==> src/rtl/m_sync_deglitch.sv <==
// m_sync_deglitch: level qualifier for an already-synchronized bit.
// A new level is accepted only after STABLE_CNT consecutive identical samples;
// accepted edges produce one-cycle rise/fall pulses, aborted qualifications
// bump a saturating glitch counter.
module m_sync_deglitch #(
  parameter int STABLE_CNT   = 4,
  parameter int GLITCH_CNT_W = 8
) (
  input  logic                    clk,
  input  logic                    rst,
  input  logic                    i_data,
  input  logic                    i_clr,
  output logic                    o_level,
  output logic                    o_rise,
  output logic                    o_fall,
  output logic [GLITCH_CNT_W-1:0] o_glitch_cnt
);

  localparam int CW = $clog2(STABLE_CNT + 1);
  localparam logic [CW-1:0] CNT_LAST = CW'(STABLE_CNT - 1);

  if (STABLE_CNT < 1) begin : g_bad_stable_cnt
    $error("m_sync_deglitch: STABLE_CNT must be >= 1");
  end
  if (GLITCH_CNT_W < 1) begin : g_bad_glitch_cnt_w
    $error("m_sync_deglitch: GLITCH_CNT_W must be >= 1");
  end

  typedef enum logic [1:0] {
    ST_LO   = 2'd0,
    QUAL_HI = 2'd1,
    ST_HI   = 2'd2,
    QUAL_LO = 2'd3
  } state_t;

  state_t                  state, state_nx;
  logic [CW-1:0]           cnt, cnt_nx;
  logic                    level_nx, rise_nx, fall_nx;
  logic                    glitch;
  logic [GLITCH_CNT_W-1:0] gcnt_nx;

  // State, qualification counter and registered outputs.
  always_ff @(posedge clk or posedge rst) begin
    if (rst) begin
      state        <= ST_LO;
      cnt          <= '0;
      o_level      <= 1'b0;
      o_rise       <= 1'b0;
      o_fall       <= 1'b0;
      o_glitch_cnt <= '0;
    end else begin
      state        <= state_nx;
      cnt          <= cnt_nx;
      o_level      <= level_nx;
      o_rise       <= rise_nx;
      o_fall       <= fall_nx;
      o_glitch_cnt <= gcnt_nx;
    end
  end

  // Next state; outputs are derived from the transition so they register
  // on the same edge that accepts the new level (no extra pipeline stage).
  always_comb begin
    state_nx = state;
    cnt_nx   = cnt;
    level_nx = o_level;
    rise_nx  = 1'b0;
    fall_nx  = 1'b0;
    glitch   = 1'b0;
    case (state)
      ST_LO: begin
        if (i_data) begin
          if (STABLE_CNT == 1) begin
            state_nx = ST_HI;
            level_nx = 1'b1;
            rise_nx  = 1'b1;
          end else begin
            state_nx = QUAL_HI;
            cnt_nx   = CW'(1);
          end
        end
      end
      QUAL_HI: begin
        if (!i_data) begin
          state_nx = ST_LO;
          cnt_nx   = '0;
          glitch   = 1'b1;
        end else if (cnt == CNT_LAST) begin
          state_nx = ST_HI;
          cnt_nx   = '0;
          level_nx = 1'b1;
          rise_nx  = 1'b1;
        end else begin
          cnt_nx = cnt + CW'(1);
        end
      end
      ST_HI: begin
        if (!i_data) begin
          if (STABLE_CNT == 1) begin
            state_nx = ST_LO;
            level_nx = 1'b0;
            fall_nx  = 1'b1;
          end else begin
            state_nx = QUAL_LO;
            cnt_nx   = CW'(1);
          end
        end
      end
      QUAL_LO: begin
        if (i_data) begin
          state_nx = ST_HI;
          cnt_nx   = '0;
          glitch   = 1'b1;
        end else if (cnt == CNT_LAST) begin
          state_nx = ST_LO;
          cnt_nx   = '0;
          level_nx = 1'b0;
          fall_nx  = 1'b1;
        end else begin
          cnt_nx = cnt + CW'(1);
        end
      end
      default: begin
        state_nx = ST_LO;
        cnt_nx   = '0;
      end
    endcase
  end

  // Saturating glitch counter; a coincident clear takes priority.
  always_comb begin
    gcnt_nx = o_glitch_cnt;
    if (i_clr) begin
      gcnt_nx = '0;
    end else if (glitch && !(&o_glitch_cnt)) begin
      gcnt_nx = o_glitch_cnt + GLITCH_CNT_W'(1);
    end
  end

endmodule

==> config.mk <==
export PLATFORM = sky130hd
export DESIGN_NAME = m_sync_deglitch
export DESIGN_NICKNAME = d
export VERILOG_FILES = /design/src/rtl/m_sync_deglitch.sv
export SDC_FILE = /design/constraint.sdc
export NUM_CORES = 1
export LEC_CHECK = 0
export CAP_MARGIN = 25
export CORE_UTILIZATION = 45
export CTS_BUF_LIST = sky130_fd_sc_hd__clkbuf_4 sky130_fd_sc_hd__clkbuf_8
export CTS_CLUSTER_SIZE = 24
export DETAILED_ROUTE_END_ITERATION = 10
export MAX_ROUTING_LAYER = met4
export PLACE_DENSITY = 0.75
export SLEW_MARGIN = 30
export SYNTH_ARGS = -nofsm -noshare
export SYNTH_HDL_FRONTEND = slang
export SYNTH_SLANG_ARGS = --single-unit
==> constraint.sdc <==
create_clock -name clk -period 2.4 [get_ports clk]
set_input_delay 0.48 -clock clk [delete_from_list [all_inputs] [get_ports clk]]
set_output_delay 0.48 -clock clk [all_outputs]
set_load 0.02 [all_outputs]
---- Word-level counts from Yosys, hierarchy flattened ----
Cells that the tools add are included.
cells by class
  add/subtract/negate cells ............... 2
  multiply operators ...................... 0
  divide/modulo/power cells ............... 0
  order comparisons ....................... 0
  equality and inequality tests ........... 12
  shifts and indexed selects .............. 0
  multiplexer cells ....................... 28
  bitwise gates (word level) .............. 0
  reductions and logical operators ........ 9
operators by type and width
  operator             count
  $mux 8               2
  $mux 3               5
  $mux 2               6
  $ne 2x2->1 const B   6
  $pmux 3 s4           1
  $mux 1               11
  $add 8x1->8 const B  1
  $pmux 2 s4           1
  $reduce_and 8->1     1
  $ne 3x3->1 const B   2
  $reduce_and 5->1     1
  $eq 2x2->1 const B   2
  $pmux 1 s2           2
  $reduce_and 4->1     1
  $reduce_bool 2->1    2
  $add 3x1->3 const B  1
  $eq 3x2->1 const B   1
  $eq 2x1->1 const B   1
  $logic_not 2->1      1
  $reduce_and 2->1     1
  $logic_and 1x1->1    1
  $logic_not 1->1      1
storage, ports and cells
  register bits after elaboration ......... 16
  bits in latches ......................... 0
  bits in writable memories ............... 0
  memory bits (read-only) ................. 0
  input port bits ......................... 4
  output and inout port bits .............. 11
  logic and storage cells ................. 57
  memories ................................ 0

---- Longest topological paths before layout ----
Gate-level depths: netlist (run 1).
  depth in word-level cells ............... 5
  depth in mapped cells ................... 6
  depth with buffers taken out ............ 5

---- Worst setup path before layout (run 1) ----
Ideal clock, no wire load.
  kind .................................... register to register
  start point ............................. register o_glitch_cnt[0]
  end point ............................... register o_glitch_cnt[6]
  setup time .............................. 0.078 ns
  arrival time ............................ 1.612 ns
  data required time ...................... 2.322 ns
  path slack .............................. 0.710 ns
  stages on the path, launching flop included .. 7
  path buffers ............................ 1
  clock period less this slack ............ 1.690 ns
  path through ............................ dfrtp_1 ha_1 nand3_1 o211ai_2 buf_6 or4_1 a21oi_1
on the way
  longest elaborated chain between the ends .. 4
  elaborated cells on any way between the ends .. 7
  those cells by class .................... add/sub: 1; mux: 2; reduce/logical: 4
RTL lines
  what                                                 line  source
  start: declaration                                   16    output logic [GLITCH_CNT_W-1:0] o_glitch_cnt
  start signal: assignment                             57    o_glitch_cnt <= gcnt_nx;
  branches (longest 4 deep; another with $add 8x1->8)  n/a
Parallel ways; which one is timed is not known. The select of a mux whose other input is x is not followed.
A chain may end at the register's enable or synchronous reset.

---- Worst setup path after layout (run 1) ----
  start point ............................. input port i_data
  end point ............................... register o_glitch_cnt[7]
on the way
  longest elaborated chain between the ends .. 4
  elaborated cells on any way between the ends .. 5
  those cells by class .................... mux: 3; reduce/logical: 2
RTL lines
  what                                  line     source
  start: declaration                    11       input logic i_data,
  $mux 1, on equally long branches      110, 84
  $pmux 1 s2 *                          70       case (state)
  $logic_and 1x1->1 *                   135      end else if (glitch && !(&o_glitch_cnt)) begin
  $reduce_bool 2->1 (no source line) *  n/a
Every way passes the cells marked *; elsewhere a longest branch is shown, timed or not.

==> tab_implementation.tex, run 1 <==
\begin{tabular}{lr}
\hline
Metric & Value \\
\hline
\multicolumn{2}{l}{\textbf{Run status}} \\
Run status & finished clean \\
\multicolumn{2}{l}{\textbf{GRT}} \\
Number of global-route vias before repair & 522 \\
Global-route wire length before repair & 2210 µm \\
Overflow after GRT & 0 \\
Pin count of the biggest net entering global routing & 17 \\
Antenna violations before repair & 0 \\
Overall global routing resource usage & 0.163 \\
\multicolumn{2}{l}{\textbf{Synth}} \\
Number of nets produced by synthesis & 75 \\
Cell type with the highest aggregate area in the netlist & sky130\_fd\_sc\_hd\_\_dfrtp\_1 \\
Number of flip-flops and latches in the synthesized netlist & 16 \\
Cells after Synth & 69 \\
Area share of the largest cell type after synthesis & 0.532 \\
Distinct cells, synth & 26 \\
Number of warnings issued by yosys & 0 \\
Share of synthesized area occupied by flip-flops and latches & 0.532 \\
Post-Syn Area per Cell & 10.9 µm² \\
Ranking of synthesized cells by area & sky130\_fd\_sc\_hd\_\_dfrtp\_1, sky130\_fd\_sc\_hd\_\_a21oi\_1, sky130\_fd\_sc\_hd\_\_xor2\_1 \\
Area of the mapped netlist & 752 µm² \\
\multicolumn{2}{l}{\textbf{Placement}} \\
HPWL reported at the end of detailed placement & 986 µm \\
Count of input and output buffers & 14 \\
Routability congestion estimate from global placement & 0.797 \\
Post-detailed-placement cell area & 897 µm² \\
\multicolumn{2}{l}{\textbf{CTS}} \\
Clock latency of the later-clocked register in the worst-skew pair & 270 ps \\
Post-CTS resize count & 0 \\
CTS clk-pin slew, worst paths & 90 ps \\
Num Clock Sinks & 16 \\
H-tree lvl count & 1 \\
Postcts setup bufs & 0 \\
CTS Buf Count & 3 \\
Buffer depth of the longest clock path & 2 \\
CTS tree & yes \\
Count of hold buffers inserted by post-cts repair & 0 \\
Root cell of the clock tree & sky130\_fd\_sc\_hd\_\_clkbuf\_4 \\
\multicolumn{2}{l}{\textbf{Routing}} \\
First-pass detailed-route iteration total & 4 \\
Starting DRT DRC Count & 1 \\
Wire length on met2 & 650 µm \\
Metal-1 WL & 647 µm \\
Final routed wire length divided by cell count & 13.2 µm \\
Top routing layer in use & met4 \\
Number of DRC violations after detailed routing & 0 \\
Detail-routed via count per cell & 5.58 \\
Met3 routed wirelength & 22 µm \\
Total via count after detailed routing & 564 \\
Remaining antenna violation count & 0 \\
Routed wire length & 1330 µm \\
\multicolumn{2}{l}{\textbf{Timing}} \\
Setup repair after global routing missed its margin & no \\
Min cycle time layout & 2000 ps \\
Final-report setup violation count & 0 \\
Count of final hold-check violations & 0 \\
Ratio of final minimum period to clock period & 0.833 \\
Setup clock skew after layout & 1.77 ps \\
Timing-limited maximum frequency & 500 MHz \\
Total Neg Setup Slack & 0 ps \\
Remaining max-slew budget at the tightest pin & 0.596 \\
Number of max-slew violations in the final report & 0 \\
Actual transition at the worst max-transition pin & 605 ps \\
\multicolumn{2}{l}{\textbf{Finish}} \\
Fraction of final layout cells sized beyond drive strength 1 & 0.0941 \\
Final cell area excluding filler cells & 933 µm² \\
Count of antenna diodes in the layout & 0 \\
Highest-count cells in the layout ignoring fill and taps & sky130\_fd\_sc\_hd\_\_dfrtp\_1, sky130\_fd\_sc\_hd\_\_clkdlybuf4s50\_1, sky130\_fd\_sc\_hd\_\_nor2\_1, sky130\_fd\_sc\_hd\_\_a21oi\_1 \\
Most common library cell in the layout ignoring fill and taps & sky130\_fd\_sc\_hd\_\_dfrtp\_1 \\
Net count reported at finish & 92 \\
Area added between synthesis and finish & 24.1\% \\
\multicolumn{2}{l}{\textbf{Die}} \\
Core region area & 1540 µm² \\
I/O Pins & 15 \\
Standard-cell row count & 14 \\
Vert. Die Dim & 42.9 µm \\
Die Area & 1840 µm² \\
Starting density of the core & 0.488 \\
Die outline width & 42.9 µm \\
\multicolumn{2}{l}{\textbf{Power and ir drop}} \\
Reported net switching power & 275 µW \\
Leakage power summed over all cells & 0.397 nW \\
IR Drop Worst-Case VDD & 0.495 mV \\
Switching share of power & 0.340 \\
Gate power share & 0.315 \\
Pwr Density & 864 nW/µm² \\
Clock network fraction of design power & 0.214 \\
Sequential power share & 0.471 \\
Cell internal pwr & 532 µW \\
\multicolumn{2}{l}{\textbf{Critical path}} \\
Type of destination of the critical path & flop \\
Cell count of the worst reg-to-reg path & 5 \\
Worst endpoint required time & 2600 ps \\
Worst-path fanout max & 12 \\
Type of origin of the critical path & primary input \\
Worst Path Class, Setup & primary input to flop \\
Critical Path AT & 2200 ps \\
\multicolumn{2}{l}{\textbf{Worst hold path}} \\
Worst hold path class & flop to flop \\
Number of instances on the worst hold path & 1 \\
\multicolumn{2}{l}{\textbf{Job}} \\
Max-cap viol count & 0 \\
\hline
\end{tabular}
-- synthesized netlist by cell type (all sizes together) --
| library cell | count |
|---|---|
| nand3 | 5 |
| or3 | 2 |
| nand2 | 5 |
| ha | 2 |
| dfrtp | 16 |
| o31ai | 3 |
| nor2 | 6 |
| nand4 | 1 |
| buf | 2 |
| nand3b | 1 |
| mux2i | 1 |
| inv | 2 |
| o21a | 1 |
| o2111ai | 1 |
| xnor2 | 1 |
| o21ai | 2 |
| o211ai | 1 |
| or4 | 3 |
| xor2 | 3 |
| a21oi | 6 |
| nor3b | 2 |
| and2 | 1 |
| mux2 | 1 |
| o21bai | 1 |
-- area by class of cell --
type	instances	area (µm²)
multi-input combinational	49	329
tap	16	20.0
timing repair buffer	14	140
inverter	2	7.51
fill	142	608
sequential	16	400
clock buffer	4	36.3
-- stage by stage --
step	setup WS, ps	util	power [mW]	std cells	hold WS, ps
6_report	400	0.606	0.807	101	498
5_1_grt	337	0.606	0.861	101	516
4_1_cts	409	0.606	0.820	101	501
3_5_place_dp	123	0.582	0.644	97	480
3_3_place_gp	217	0.582	0.628	97	454
2_1_floorplan	710	-	0.576	69	394
-- final timing paths --
| kind | start | endpoint | slack (ps) |
|---|---|---|---|
| min in group asynchronous | rst | o_glitch_cnt[0] | 570 |
| max in group asynchronous | rst | o_glitch_cnt[7] | 1440 |
| min | cnt[0] | cnt[0] | 500 |
| min reg2reg | cnt[0] | cnt[0] | 500 |
| max | i_data | o_glitch_cnt[7] | 400 |
| max reg2reg | o_glitch_cnt[0] | o_glitch_cnt[7] | 570 |
-- power by group through the flow --
stage / Clock, mW / Combinational (mW) / Sequential (mW)
final: 0.172 / 0.254 / 0.380
after global routing: 0.192 / 0.279 / 0.390
after CTS: 0.181 / 0.258 / 0.381
after detailed placement: 0 / 0.258 / 0.386
after global placement: 0 / 0.246 / 0.383
after floorplan: 0 / 0.174 / 0.402
-- flip-flops by register name, indices dropped and copies added, names as in the netlist, named ones only --
name,cells
o_glitch_cnt,8
cnt,3
o_fall,1
o_level,1
o_rise,1
state,1
-- kinds of logic (layout without fill, tap and decap cells) --
| family | Yosys count | count (layout) | share of synthesized area |
|---|---|---|---|
| flops | 16 | 16 | 0.532 |
| simple gates | 26 | 26 | 0.188 |
| mux | 2 | 2 | 0.0283 |
| buf+inv | 4 | 20 | 0.0299 |
| xor+xnor | 4 | 4 | 0.0566 |
| compound gates | 15 | 15 | 0.131 |
| fa+ha+maj | 2 | 2 | 0.0333 |
-- critical path: stages --
cell and delay [ps]:
sky130_fd_sc_hd__clkdlybuf4s50_1 590, sky130_fd_sc_hd__xnor2_2 160, sky130_fd_sc_hd__o211ai_2 260, sky130_fd_sc_hd__or4_1 540, sky130_fd_sc_hd__a21oi_1 170
-- per-layer routing --
| metal | up-vias | GRT usage |
|---|---|---|
| met1 | 271 | 0.188 |
| met2 | 7 | 0.285 |
| met3 | 2 | 0.0383 |
| met5 | - | - |
| met4 | 0 | 0.0375 |
| li1 | 284 | - |
Note: power is estimated with default switching activity, not from simulation.
==> run 2: changes to the inputs <==
clock period = 2 ns   (was 2.4 ns; I/O delays follow)
==> tab_implementation.tex, run 2 (synthesized netlist as in run 1, its figures left out) <==
\begin{tabular}{lr}
\hline
Metric & Value \\
\hline
\multicolumn{2}{l}{\textbf{Run status}} \\
Run status & finished clean \\
\multicolumn{2}{l}{\textbf{Critical path}} \\
Sum of buffers and inverters on the critical path & 1 \\
Cell breakdown of the critical path & clkdlybuf4s50\_1 \\
Worst endpoint required time & 1600 ps \\
Type of destination of the critical path & output pin \\
Cell with the largest stage delay on the worst path & sky130\_fd\_sc\_hd\_\_clkdlybuf4s50\_1 \\
Top delay family on crit path & buffers and inverters \\
Worst Path Class, Setup & flop to output pin \\
Largest stage delay on the critical path & 640 ps \\
Critical Path AT & 1380 ps \\
Worst-path fanout max & 6 \\
Type of origin of the critical path & flop \\
\multicolumn{2}{l}{\textbf{Finish}} \\
Most common library cell in the layout ignoring fill and taps & sky130\_fd\_sc\_hd\_\_dfrtp\_1 \\
Highest-count cells in the layout ignoring fill and taps & sky130\_fd\_sc\_hd\_\_dfrtp\_1, sky130\_fd\_sc\_hd\_\_clkdlybuf4s50\_1, sky130\_fd\_sc\_hd\_\_nor2\_1, sky130\_fd\_sc\_hd\_\_a21oi\_1 \\
Net count reported at finish & 94 \\
Largest registers in the final layout & o\_glitch\_cnt x8, cnt x3 \\
Fraction of final layout cells sized beyond drive strength 1 & 0.115 \\
Register bank with the most flops & o\_glitch\_cnt \\
Area added between synthesis and finish & 26.1\% \\
Flip-flop count of the largest register after layout & 8 \\
Total of fill cells in the finished design & 145 \\
Count of antenna diodes in the layout & 0 \\
Fin cells & 103 \\
\multicolumn{2}{l}{\textbf{CTS}} \\
CTS tree & yes \\
Clock latency of the later-clocked register in the worst-skew pair & 280 ps \\
Count of hold buffers inserted by post-cts repair & 0 \\
Postcts setup bufs & 0 \\
H-tree lvl count & 1 \\
CTS clk-pin slew, worst paths & 90 ps \\
CTS Buf Count & 3 \\
Post-CTS resize count & 0 \\
Root cell of the clock tree & sky130\_fd\_sc\_hd\_\_clkbuf\_4 \\
Num Clock Sinks & 16 \\
Buffer depth of the longest clock path & 2 \\
\multicolumn{2}{l}{\textbf{Timing}} \\
Count of final hold-check violations & 0 \\
Min cycle time layout & 1780 ps \\
Final-report setup violation count & 0 \\
Number of max-slew violations in the final report & 0 \\
Timing-limited maximum frequency & 562 MHz \\
Actual transition at the worst max-transition pin & 606 ps \\
Remaining max-slew budget at the tightest pin & 0.596 \\
Ratio of final minimum period to clock period & 0.890 \\
Setup repair after global routing missed its margin & no \\
Setup clock skew after layout & 0.693 ps \\
\multicolumn{2}{l}{\textbf{Power and ir drop}} \\
IR Drop Worst-Case VDD & 0.665 mV \\
Total Power Consumption & 989 µW \\
Leakage power summed over all cells & 0.406 nW \\
Pwr Density & 1040 nW/µm² \\
\multicolumn{2}{l}{\textbf{Routing}} \\
Number of DRC violations after detailed routing & 0 \\
Detail-routed via count per cell & 5.60 \\
Total via count after detailed routing & 577 \\
First-pass detailed-route iteration total & 3 \\
Final routed wire length divided by cell count & 12.6 µm \\
Routed wire length & 1300 µm \\
Remaining antenna violation count & 0 \\
Starting DRT DRC Count & 11 \\
\multicolumn{2}{l}{\textbf{GRT}} \\
Global-route wire length before repair & 2240 µm \\
Pin count of the biggest net entering global routing & 17 \\
Overflow after GRT & 0 \\
Overall global routing resource usage & 0.167 \\
Number of global-route vias before repair & 565 \\
Antenna violations before repair & 0 \\
\multicolumn{2}{l}{\textbf{Die}} \\
Die outline width & 42.9 µm \\
Core region area & 1540 µm² \\
Vert. Die Dim & 42.9 µm \\
Standard-cell row count & 14 \\
Die Area & 1840 µm² \\
I/O Pins & 15 \\
Starting density of the core & 0.488 \\
\multicolumn{2}{l}{\textbf{Placement}} \\
Count of input and output buffers & 14 \\
HPWL reported at the end of detailed placement & 1020 µm \\
Routability congestion estimate from global placement & 0.796 \\
Total instance count after detailed placement & 99 \\
\multicolumn{2}{l}{\textbf{Worst hold path}} \\
Worst hold path class & flop to flop \\
\multicolumn{2}{l}{\textbf{Job}} \\
Max-cap viol count & 0 \\
\hline
\end{tabular}
## run 2: path summary, 6_finish.rpt
kind / from / to / slack (ps) / cells after the start
max in group asynchronous: rst / cnt[2] / 1130 / 2
worst max register to register: o_glitch_cnt[0] / o_glitch_cnt[7] / 280 / 5
worst min register to register: cnt[1] / cnt[1] / 470 / 2
worst max-delay path: o_glitch_cnt[2] / o_glitch_cnt[2] / 220 / 1
worst min-delay path: cnt[1] / cnt[1] / 470 / 2
min in group asynchronous: rst / o_glitch_cnt[4] / 480 / 2
## run 2: cell type report
| class | count | area (µm²) | area share |
|---|---|---|---|
| sequential | 16 | 400 | 0.422 |
| multi-input combinational | 49 | 329 | 0.347 |
| timing repair buffer | 16 | 155 | 0.164 |
| clock buffer | 4 | 36.3 | 0.0383 |
| tap | 16 | 20.0 | 0.0211 |
| inverter | 2 | 7.51 | 0.00792 |
## run 2: per-layer routing
metal | wire length, µm | global-route usage | vias up
met5 | 0 | - | -
li1 | - | - | 287
met1 | 595 | 0.193 | 283
met2 | 670 | 0.288 | 7
met4 | 0 | 0.0688 | 0
met3 | 32 | 0.0255 | 0
## run 2: through the flow
| stage | hold WS [ps] | worst slack [ps] | area, µm² | TNS (ps) | util |
|---|---|---|---|---|---|
| 4_1_cts | 482 | 208 | 948 | 0 | 0.615 |
| 6_report | 474 | 219 | 948 | 0 | 0.615 |
| 3_5_place_dp | 461 | -68.7 | 912 | -92.6 | 0.592 |
| 2_1_floorplan | 314 | 310 | 752 | 0 | - |
| 5_1_grt | 511 | 147 | 948 | 0 | 0.615 |
| 3_3_place_gp | 455 | 20.5 | 912 | 0 | 0.592 |
## run 2: report_power, final
part,switching [mW],internal [mW]
Combinational,0.165,0.155
Clock,0.100,0.111
Sequential,0.0723,0.386
Total,0.337,0.652
==> run 3: changes to the inputs <==
ABC_AREA = 1   (was not set)
PLACE_DENSITY = 0.74   (was 0.75)
==> tab_implementation.tex, run 3 <==
\begin{tabular}{lr}
\hline
Metric & Value \\
\hline
\multicolumn{2}{l}{\textbf{GRT}} \\
Pin count of the biggest net entering global routing & 17 \\
Number of global-route vias before repair & 607 \\
Overall global routing resource usage & 0.176 \\
Overflow after GRT & 0 \\
Global-route wire length before repair & 2480 µm \\
Antenna violations before repair & 0 \\
\multicolumn{2}{l}{\textbf{CTS}} \\
Buffer depth of the longest clock path & 2 \\
Count of hold buffers inserted by post-cts repair & 0 \\
Postcts setup bufs & 0 \\
CTS clk-pin slew, worst paths & 100 ps \\
Root cell of the clock tree & sky130\_fd\_sc\_hd\_\_clkbuf\_4 \\
CTS tree & yes \\
Num Clock Sinks & 16 \\
CTS Buf Count & 3 \\
H-tree lvl count & 1 \\
Post-CTS resize count & 0 \\
Clock latency of the later-clocked register in the worst-skew pair & 290 ps \\
\multicolumn{2}{l}{\textbf{Timing}} \\
Ratio of final minimum period to clock period & 0.897 \\
Total Neg Setup Slack & 0 ps \\
Actual transition at the worst max-transition pin & 620 ps \\
Tightest hold margin & 482 ps \\
Min cycle time layout & 1790 ps \\
Timing-limited maximum frequency & 557 MHz \\
Count of final hold-check violations & 0 \\
Remaining max-slew budget at the tightest pin & 0.586 \\
Setup clock skew after layout & 2.51 ps \\
Setup repair after global routing missed its margin & no \\
Number of max-slew violations in the final report & 0 \\
Final-report setup violation count & 0 \\
\multicolumn{2}{l}{\textbf{Finish}} \\
Net count reported at finish & 129 \\
Area added between synthesis and finish & 23.6\% \\
Flip-flop count of the largest register after layout & 8 \\
Largest registers in the final layout & o\_glitch\_cnt x8, cnt x3 \\
Highest-count cells in the layout ignoring fill and taps & sky130\_fd\_sc\_hd\_\_nand2\_1, sky130\_fd\_sc\_hd\_\_inv\_1, sky130\_fd\_sc\_hd\_\_dfrtp\_1, sky130\_fd\_sc\_hd\_\_nand3\_1, sky130\_fd\_sc\_hd\_\_clkdlybuf4s50\_1 \\
Count of antenna diodes in the layout & 0 \\
Total of fill cells in the finished design & 160 \\
Most common library cell in the layout ignoring fill and taps & sky130\_fd\_sc\_hd\_\_nand2\_1 \\
Fraction of final layout cells sized beyond drive strength 1 & 0.107 \\
Register bank with the most flops & o\_glitch\_cnt \\
\multicolumn{2}{l}{\textbf{Critical path}} \\
Worst-path fanout max & 7 \\
Type of origin of the critical path & flop \\
Number of stages on the worst setup path & 1 \\
End of the critical path & o\_glitch\_cnt[5] \\
Start point of the critical path & o\_glitch\_cnt[5] \\
Top delay family on crit path & buffers and inverters \\
Register-to-register setup slack & 640 ps \\
Critical register-to-register path endpoint & o\_glitch\_cnt[4] \\
Critical Path AT & 1390 ps \\
Worst endpoint required time & 1600 ps \\
Cell with the largest stage delay on the worst path & sky130\_fd\_sc\_hd\_\_clkdlybuf4s50\_1 \\
Type of destination of the critical path & output pin \\
Largest stage delay on the critical path & 640 ps \\
Worst Path Class, Setup & flop to output pin \\
Cell breakdown of the critical path & clkdlybuf4s50\_1 \\
Startpoint of the worst-slack reg-to-reg timing path & o\_glitch\_cnt[1] \\
Sum of buffers and inverters on the critical path & 1 \\
Cell count of the worst reg-to-reg path & 7 \\
\multicolumn{2}{l}{\textbf{Synth}} \\
Area of the mapped netlist & 848 µm² \\
Number of enable flip-flop cells after synthesis & 0 \\
Library cell with the highest instance count after synthesis & sky130\_fd\_sc\_hd\_\_nand2\_1 \\
Primary flip-flop cell chosen by synthesis mapping & sky130\_fd\_sc\_hd\_\_dfrtp\_1 \\
Post-Syn Area per Cell & 8.08 µm² \\
Cell type with the highest aggregate area in the netlist & sky130\_fd\_sc\_hd\_\_dfrtp\_1 \\
List of most frequent post-synthesis cells & sky130\_fd\_sc\_hd\_\_nand2\_1, sky130\_fd\_sc\_hd\_\_dfrtp\_1, sky130\_fd\_sc\_hd\_\_inv\_1 \\
Area share of the largest cell type after synthesis & 0.472 \\
Asr flop ratio synth & 1.00 \\
Share of synthesized area occupied by flip-flops and latches & 0.472 \\
Distinct cells, synth & 20 \\
Number of flip-flops and latches in the synthesized netlist & 16 \\
Cells after Synth & 105 \\
Ranking of synthesized cells by area & sky130\_fd\_sc\_hd\_\_dfrtp\_1, sky130\_fd\_sc\_hd\_\_nand2\_1, sky130\_fd\_sc\_hd\_\_nand3\_1 \\
Number of nets produced by synthesis & 111 \\
Number of warnings issued by yosys & 0 \\
\multicolumn{2}{l}{\textbf{Placement}} \\
Count of input and output buffers & 14 \\
Routability congestion estimate from global placement & 0.829 \\
HPWL reported at the end of detailed placement & 1150 µm \\
\multicolumn{2}{l}{\textbf{Die}} \\
Starting density of the core & 0.486 \\
Die outline width & 45.4 µm \\
Core region area & 1750 µm² \\
Standard-cell row count & 15 \\
Vert. Die Dim & 45.4 µm \\
Die Area & 2060 µm² \\
I/O Pins & 15 \\
\multicolumn{2}{l}{\textbf{Power and ir drop}} \\
Pwr Density & 960 nW/µm² \\
Leakage power summed over all cells & 0.502 nW \\
IR Drop Worst-Case VDD & 0.710 mV \\
\multicolumn{2}{l}{\textbf{Routing}} \\
Starting DRT DRC Count & 15 \\
Detail-routed via count per cell & 4.87 \\
Routed wire length & 1520 µm \\
Number of DRC violations after detailed routing & 0 \\
Remaining antenna violation count & 0 \\
Total via count after detailed routing & 716 \\
First-pass detailed-route iteration total & 4 \\
Final routed wire length divided by cell count & 10.3 µm \\
\multicolumn{2}{l}{\textbf{Worst hold path}} \\
Worst hold path class & primary input to async pin \\
\multicolumn{2}{l}{\textbf{Job}} \\
Max-cap viol count & 0 \\
\multicolumn{2}{l}{\textbf{Run status}} \\
Run status & finished clean \\
\hline
\end{tabular}
## run 3: cell types whose count changed after synthesis, sizes merged, moves of 2 or more
cell   before  now
nand2       5   25
inv         2   16
nand3       5   15
nor2        6   13
a21oi       6    1
o21ai       2    7
nor3        0    4
o31ai       3    0
or4         3    0
buf         2    0
nor3b       2    0
or3         2    0
xor2        3    1
## run 3: metrics by stage
step / setup slack, ps / total power [mW] / instances / util / cell area, µm²
after floorplan: 649 / 0.689 / 105 / - / 848
after global placement: 380 / 0.787 / 143 / 0.580 / 1010
after detailed placement: 307 / 0.797 / 143 / 0.580 / 1010
after CTS: 200 / 1.01 / 147 / 0.601 / 1050
after global routing: 130 / 1.08 / 147 / 0.601 / 1050
final: 205 / 1.01 / 147 / 0.601 / 1050
## run 3: power breakdown
part | total [mW] | internal (mW) | switching (mW)
clock network | 0.218 | 0.111 | 0.107
logic | 0.343 | 0.142 | 0.201
registers | 0.445 | 0.389 | 0.0564
## run 3: area by class of cell
type / instances / area [µm²] / area share
clock buffer: 4 / 36.3 / 0.0346
sequential: 16 / 400 / 0.382
multi-input combinational: 72 / 380 / 0.363
inverter: 16 / 60.1 / 0.0573
tap: 25 / 31.3 / 0.0298
timing repair buffer: 14 / 140 / 0.134
## run 3: how the worst min path moves through the flow
stage / cells past startpoint / endpoint / startpoint / slack (ps)
final: 2 / o_rise / rst / 480
after detailed placement: 1 / cnt[0] / cnt[0] / 500
after CTS: 2 / o_glitch_cnt[7] / rst / 500
after global routing: 2 / o_rise / rst / 530
after global placement: 1 / cnt[0] / cnt[0] / 490
after floorplan: 1 / async pin / rst / 310
## run 3: kinds of logic after synthesis
kind of cell	count (synthesis)	share of synthesized area
xor+xnor	3	0.0310
simple gates	59	0.336
flops	16	0.472
fa+ha+maj	2	0.0295
compound gates	8	0.0516
buf+inv	17	0.0797
## run 3: metal layers
metal,vias up,GRT usage,part of all wire
met1,326,0.223,0.48
li1,366,-,-
met4,0,0.0909,0.018
met5,-,-,0
met2,20,0.266,0.46
met3,4,0.0357,0.039
==> RTL edit 1: new RTL, flow settings as in run 3 <==
The parameter `GLITCH_CNT_W` goes from 8 to 6.
--- a/src/rtl/m_sync_deglitch.sv
+++ b/src/rtl/m_sync_deglitch.sv
@@ -5,5 +5,5 @@
 module m_sync_deglitch #(
   parameter int STABLE_CNT   = 4,
-  parameter int GLITCH_CNT_W = 8
+  parameter int GLITCH_CNT_W = 6
 ) (
   input  logic                    clk,
Interface: changed (resized o_glitch_cnt); port bits go from 15 to 13. No check against the original RTL was run, so the function may have changed too.
==> RTL edit 1 against run 3 <==
- total power is 14% lower
- area after synthesis fell by 18%
- global-route usage rose by 0.77 points
- sequential cell count down 2
- non-clock buffer count decreased by 2
- worst setup slack improved by 0.037 ns
- design area decreased by 19%
- routed wire length is 20% lower
==> RTL edit 1: results (changes against run 3) <==
- Post-Route WL: 1220 µm (was 1520 µm)
- Clk slew on worst S/H paths: 0.08 ns (was 0.10 ns)
- Maximum VDD drop: 487 µV (was 710 µV)
- Leading registers by flop count: o_glitch_cnt x6, cnt x3 (was o_glitch_cnt x8, cnt x3)
- Final Cell Area: 853 µm² (was 1050 µm²)
- First-pass GRT wire length: 1850 µm (was 2480 µm)
- Synth area leaders: dfrtp_1 51%, nand2_1 15%, inv_1 6.5% (was dfrtp_1 47%, nand2_1 8.8%, nand3_1 8.3%)
- Fill cells: 124 (was 160)
- Critical R2R Capture: o_glitch_cnt[2] (was o_glitch_cnt[4])
- Max-slew headroom: 0.667 (was 0.586)
- Layout cell share with drive strength beyond 1: 0.0909 (was 0.107)
- Critical path arrival: 1.36 ns (was 1.39 ns)
- Setup Skew: 0.000607 ns (was 0.00251 ns)
- TritonCTS buffer count: 3 (unchanged)
- Fin Hold WS: 0.442 ns (was 0.482 ns)
- Status: completed (unchanged)
- Worst R2R Start: o_glitch_cnt[0] (was o_glitch_cnt[1])
- Post-Place Worst Slack: 0.314 ns (was 0.307 ns)
- Placed cell area: 831 µm² (was 1010 µm²)
- Vias: 568 (was 716)
- Gpl congestion: 0.757 (was 0.829)
- Worst R2R Setup Slack: ~0.63 ns
- CP max FO: 6 (was 7)
- Port Buffers: 12 (was 14)
- Skew-Pair Late Insertion Delay: 0.28 ns
- Global Route Usage Sum: 0.184 (was 0.176)
- Syn. warnings: 0 (unchanged)
- Leak: 0.437 nW (was 0.502 nW)
- Count of unique library cells instantiated by Yosys: 16 (was 20)
- Vias per std cell: 4.98 (was 4.87)
- Initial DRC count: 15 (unchanged)
- H-Tree Depth: 1 (unchanged)
- Vias in the first global route: 438 (was 607)
- Largest net degree at the start of global routing: 15 (was 17)
- Nets: 107 (was 129)
- HPWL after DPL: 902 µm (was 1150 µm)
- Cts repair resizes: 0 (unchanged)
- Mapped Nets: 90 (was 111)
- Post-Synthesis Cells: 84 (was 105)
- Synth cell count leaders: 27 x nand2_1, 14 x dfrtp_1, 12 x inv_1, 6 x nand3_1, 5 x nor2_1 (was 20 x nand2_1, 16 x dfrtp_1, 16 x inv_1, 14 x nand3_1, 12 x nor2_1)
- Seq/Total Area, Yosys: 0.506 (was 0.472)
==> RTL edit 1: cell types whose count changed in the layout (fill, tap and decap cells not counted), moves of 3 or more <==
cell,run 3,this run
nand3_1,14,6
nand2_1,20,27
nand4_1,1,4
nor3_1,4,0
inv_1,16,12
nor2_1,12,5
==> RTL edit 1: worst max path at each step <==
| stage | from | to | slack, ns |
|---|---|---|---|
| 2_1_floorplan | o_glitch_cnt[0] | o_glitch_cnt[2] | 0.67 |
| 3_3_place_gp | i_data | o_glitch_cnt[2] | 0.34 |
| 3_5_place_dp | i_data | o_glitch_cnt[2] | 0.31 |
| 4_1_cts | o_glitch_cnt[2] | o_glitch_cnt[2] | 0.23 |
| 5_1_grt | o_glitch_cnt[2] | o_glitch_cnt[2] | 0.17 |
| 6_report | o_glitch_cnt[3] | o_glitch_cnt[3] | 0.24 |
==> RTL edit 1: per-layer routing <==
metal	wire, µm	vias to the layer above	track usage
li1	-	301	-
met1	616	250	0.243
met2	516	12	0.242
met3	45	5	0.0326
met4	45	0	0.145
met5	0	-	-
==> RTL edit 1: logic make-up (layout without fill, tap and decap cells) <==
logic type / Yosys count / count (layout) / synth area share
buf+inv: 12 / 27 / 0.0651
compound gates: 8 / 8 / 0.0651
fa+ha+maj: 2 / 2 / 0.0362
flops: 14 / 14 / 0.506
simple gates: 48 / 48 / 0.327
==> RTL edit 1: cell type report <==
cell class	count	share of cell area
clock buffers	3	0.0264
inverters	12	0.0528
multi-input cells	58	0.348
flip-flops and latches	14	0.411
well taps	15	0.0220
repair buffers	12	0.141
==> RTL edit 1: where the power goes <==
part           switching [W]  internal [W]  leakage, nW  total (W)
Combinational       0.000182      0.000121        0.238   0.000303
Sequential         0.0000575      0.000347        0.186   0.000404
Clock              0.0000879     0.0000700       0.0138   0.000158
Total               0.000327      0.000538        0.437   0.000865
==> RTL edit 2: new RTL, flow settings as in run 3 <==
Made on the original files. Re-encode `state_t` (4 states) as one-hot, 4 bits wide.
--- a/src/rtl/m_sync_deglitch.sv
+++ b/src/rtl/m_sync_deglitch.sv
@@ -27,9 +27,9 @@
   end
 
-  typedef enum logic [1:0] {
-    ST_LO   = 2'd0,
-    QUAL_HI = 2'd1,
-    ST_HI   = 2'd2,
-    QUAL_LO = 2'd3
+  typedef enum logic [3:0] {
+    ST_LO   = 4'b0001,
+    QUAL_HI = 4'b0010,
+    ST_HI   = 4'b0100,
+    QUAL_LO = 4'b1000
   } state_t;
 
Check against the original RTL: same outputs for any inputs over 10 cycles, from zero or initial values and one cycle with rst high; not proved beyond that.
==> RTL edit 2 against run 3 <==
- maximum frequency shrank 0.60%
- total power increased by 9.8%
- sequential cell count is 2 higher
- sequential share of layout area shrank 2.6 points
- clock skew up 0.0027 ns
- via count up 34%
- critical endpoint is now o_glitch_cnt[2]
- area after synthesis increased by 24%
- worst setup slack worse by 0.011 ns
- routed wire length increased by 43%
- design area grew 21%
==> RTL edit 2: results (changes against run 3) <==
- Placed cell area: 1230 µm² (was 1010 µm²)
- Family with the most delay on the worst path: buffers and inverters (unchanged)
- Xor and xnor area share after synthesis: 0.0249 (was 0.0310)
- Post-Route WL: 2170 µm (was 1520 µm)
- Synth Area in Compound Gates: 0.0451 (was 0.0516)
- Max-slew headroom: 0.749 (was 0.586)
- CP max-delay cell: clkdlybuf4s50_1 (unchanged)
- Metal2 WL: 1050 µm (was 702 µm)
- Pre-Repair DR Iteration Count: 4 (unchanged)
- Cts repair resizes: 0 (unchanged)
- Async S/R FF share, synth: 1.00 (unchanged)
- Vias in the first global route: 930 (was 607)
- Initial antenna violation count: 0 (unchanged)
- Global Route Usage Sum: 0.207 (was 0.176)
- Clock Tree Root: clkbuf_4 (unchanged)
- TritonCTS buffer count: 3 (unchanged)
- Gpl congestion: 0.887 (was 0.829)
- Count of unique library cells instantiated by Yosys: 21 (was 20)
- Port Buffers: 14 (unchanged)
- H-Tree Depth: 1 (unchanged)
- Largest net degree at the start of global routing: 19 (was 17)
- Syn. warnings: 0 (unchanged)
- Max Used Layer: met4 (unchanged)
- Status: completed (unchanged)
- Synth Area in Adders: 0.0237 (was 0.0295)
- CP max FO: 6 (was 7)
- Clk slew on worst S/H paths: 0.10 ns (about the same)
- Leak: 0.645 nW (was 0.502 nW)
- Maximum VDD drop: 569 µV (was 710 µV)
- Multiplexer area fraction after synthesis: 0 (unchanged)
- Seq/Total Area, Yosys: 0.428 (was 0.472)
- Layout cell share with drive strength beyond 1: 0.110 (was 0.107)
- Synth area leaders: dfrtp_1 40%, nand2_1 18%, nand3_1 7.1% (was dfrtp_1 47%, nand2_1 8.8%, nand3_1 8.3%)
- Leading registers by flop count: o_glitch_cnt x8, state x4, cnt x3 (was o_glitch_cnt x8, cnt x3)
- Worst min-delay path class: in -> async (unchanged)
- Antenna diodes: 0 (unchanged)
- Initial DRC count: 13 (was 15)
- HPWL after DPL: 1660 µm (was 1150 µm)
- First-pass GRT wire length: 3900 µm (was 2480 µm)
- Setup Skew: 0.00522 ns (was 0.00251 ns)
- Vias: 958 (was 716)
- Synth cell count leaders: 50 x nand2_1, 18 x nor2_1, 17 x dfrtp_1, 16 x inv_1, 15 x nand3_1 (was 20 x nand2_1, 16 x dfrtp_1, 16 x inv_1, 14 x nand3_1, 12 x nor2_1)
- Metal3 WL: 64 µm (was 60 µm)
- Metal-1 WL: 994 µm (was 730 µm)
- Nets: 170 (was 129)
- Mapped Nets: 151 (was 111)
- Area share of the largest cell type after synthesis: 0.403 (was 0.472)
- Critical path arrival: 1.41 ns (was 1.39 ns)
## RTL edit 2: cell count changes after synthesis, moves of 2 or more
cell | run 3 | this run
nor2_1 | 12 | 18
xnor2_1 | 2 | 0
nand4_1 | 1 | 5
nand2_2 | 3 | 5
o21ai_0 | 5 | 2
nor3_1 | 4 | 0
xor2_1 | 1 | 3
nand2_1 | 20 | 50
## RTL edit 2: path summary, 6_finish.rpt
kind	cells after the start	end	slack, ns	startpoint
max reg2reg	8	o_glitch_cnt[7]	0.46	o_glitch_cnt[0]
max	1	o_glitch_cnt[2]	0.19	o_glitch_cnt[2]
min reg2reg	2	cnt[2]	0.50	cnt[2]
min	3	o_glitch_cnt[5]	0.40	rst
min in group clk	2	cnt[2]	0.50	cnt[2]
max in group asynchronous	3	state[0]	1.34	rst
## RTL edit 2: layout make-up
type	count	area [µm²]
Clock buffer	4	36.3
Fill cell	214	942
Inverter	17	63.8
Multi-Input combinational cell	109	536
Sequential cell	18	452
Tap cell	28	35.0
Timing Repair Buffer	15	148
## RTL edit 2: report_power, final
| group | total (W) | internal (W) | switching (W) |
|---|---|---|---|
| Clock | 0.000225 | 0.000111 | 0.000114 |
| Sequential | 0.000477 | 0.000428 | 0.0000493 |
| Combinational | 0.000402 | 0.000137 | 0.000265 |
| Total | 0.00110 | 0.000676 | 0.000429 |
## RTL edit 2: stage by stage
step                      instances  setup slack (ns)  hold WS (ns)
after global placement          187             0.304         0.479
final                           191             0.194         0.397
after CTS                       191             0.183         0.395
after floorplan                 145             0.537         0.338
after detailed placement        187             0.248         0.482
after global routing            191             0.137         0.442
## RTL edit 2: layer usage
| layer | global-route usage | up-vias |
|---|---|---|
| met1 | 0.240 | 436 |
| met4 | 0.106 | 0 |
| met2 | 0.353 | 21 |
| met5 | - | - |
| li1 | - | 492 |
| met3 | 0.0212 | 9 |
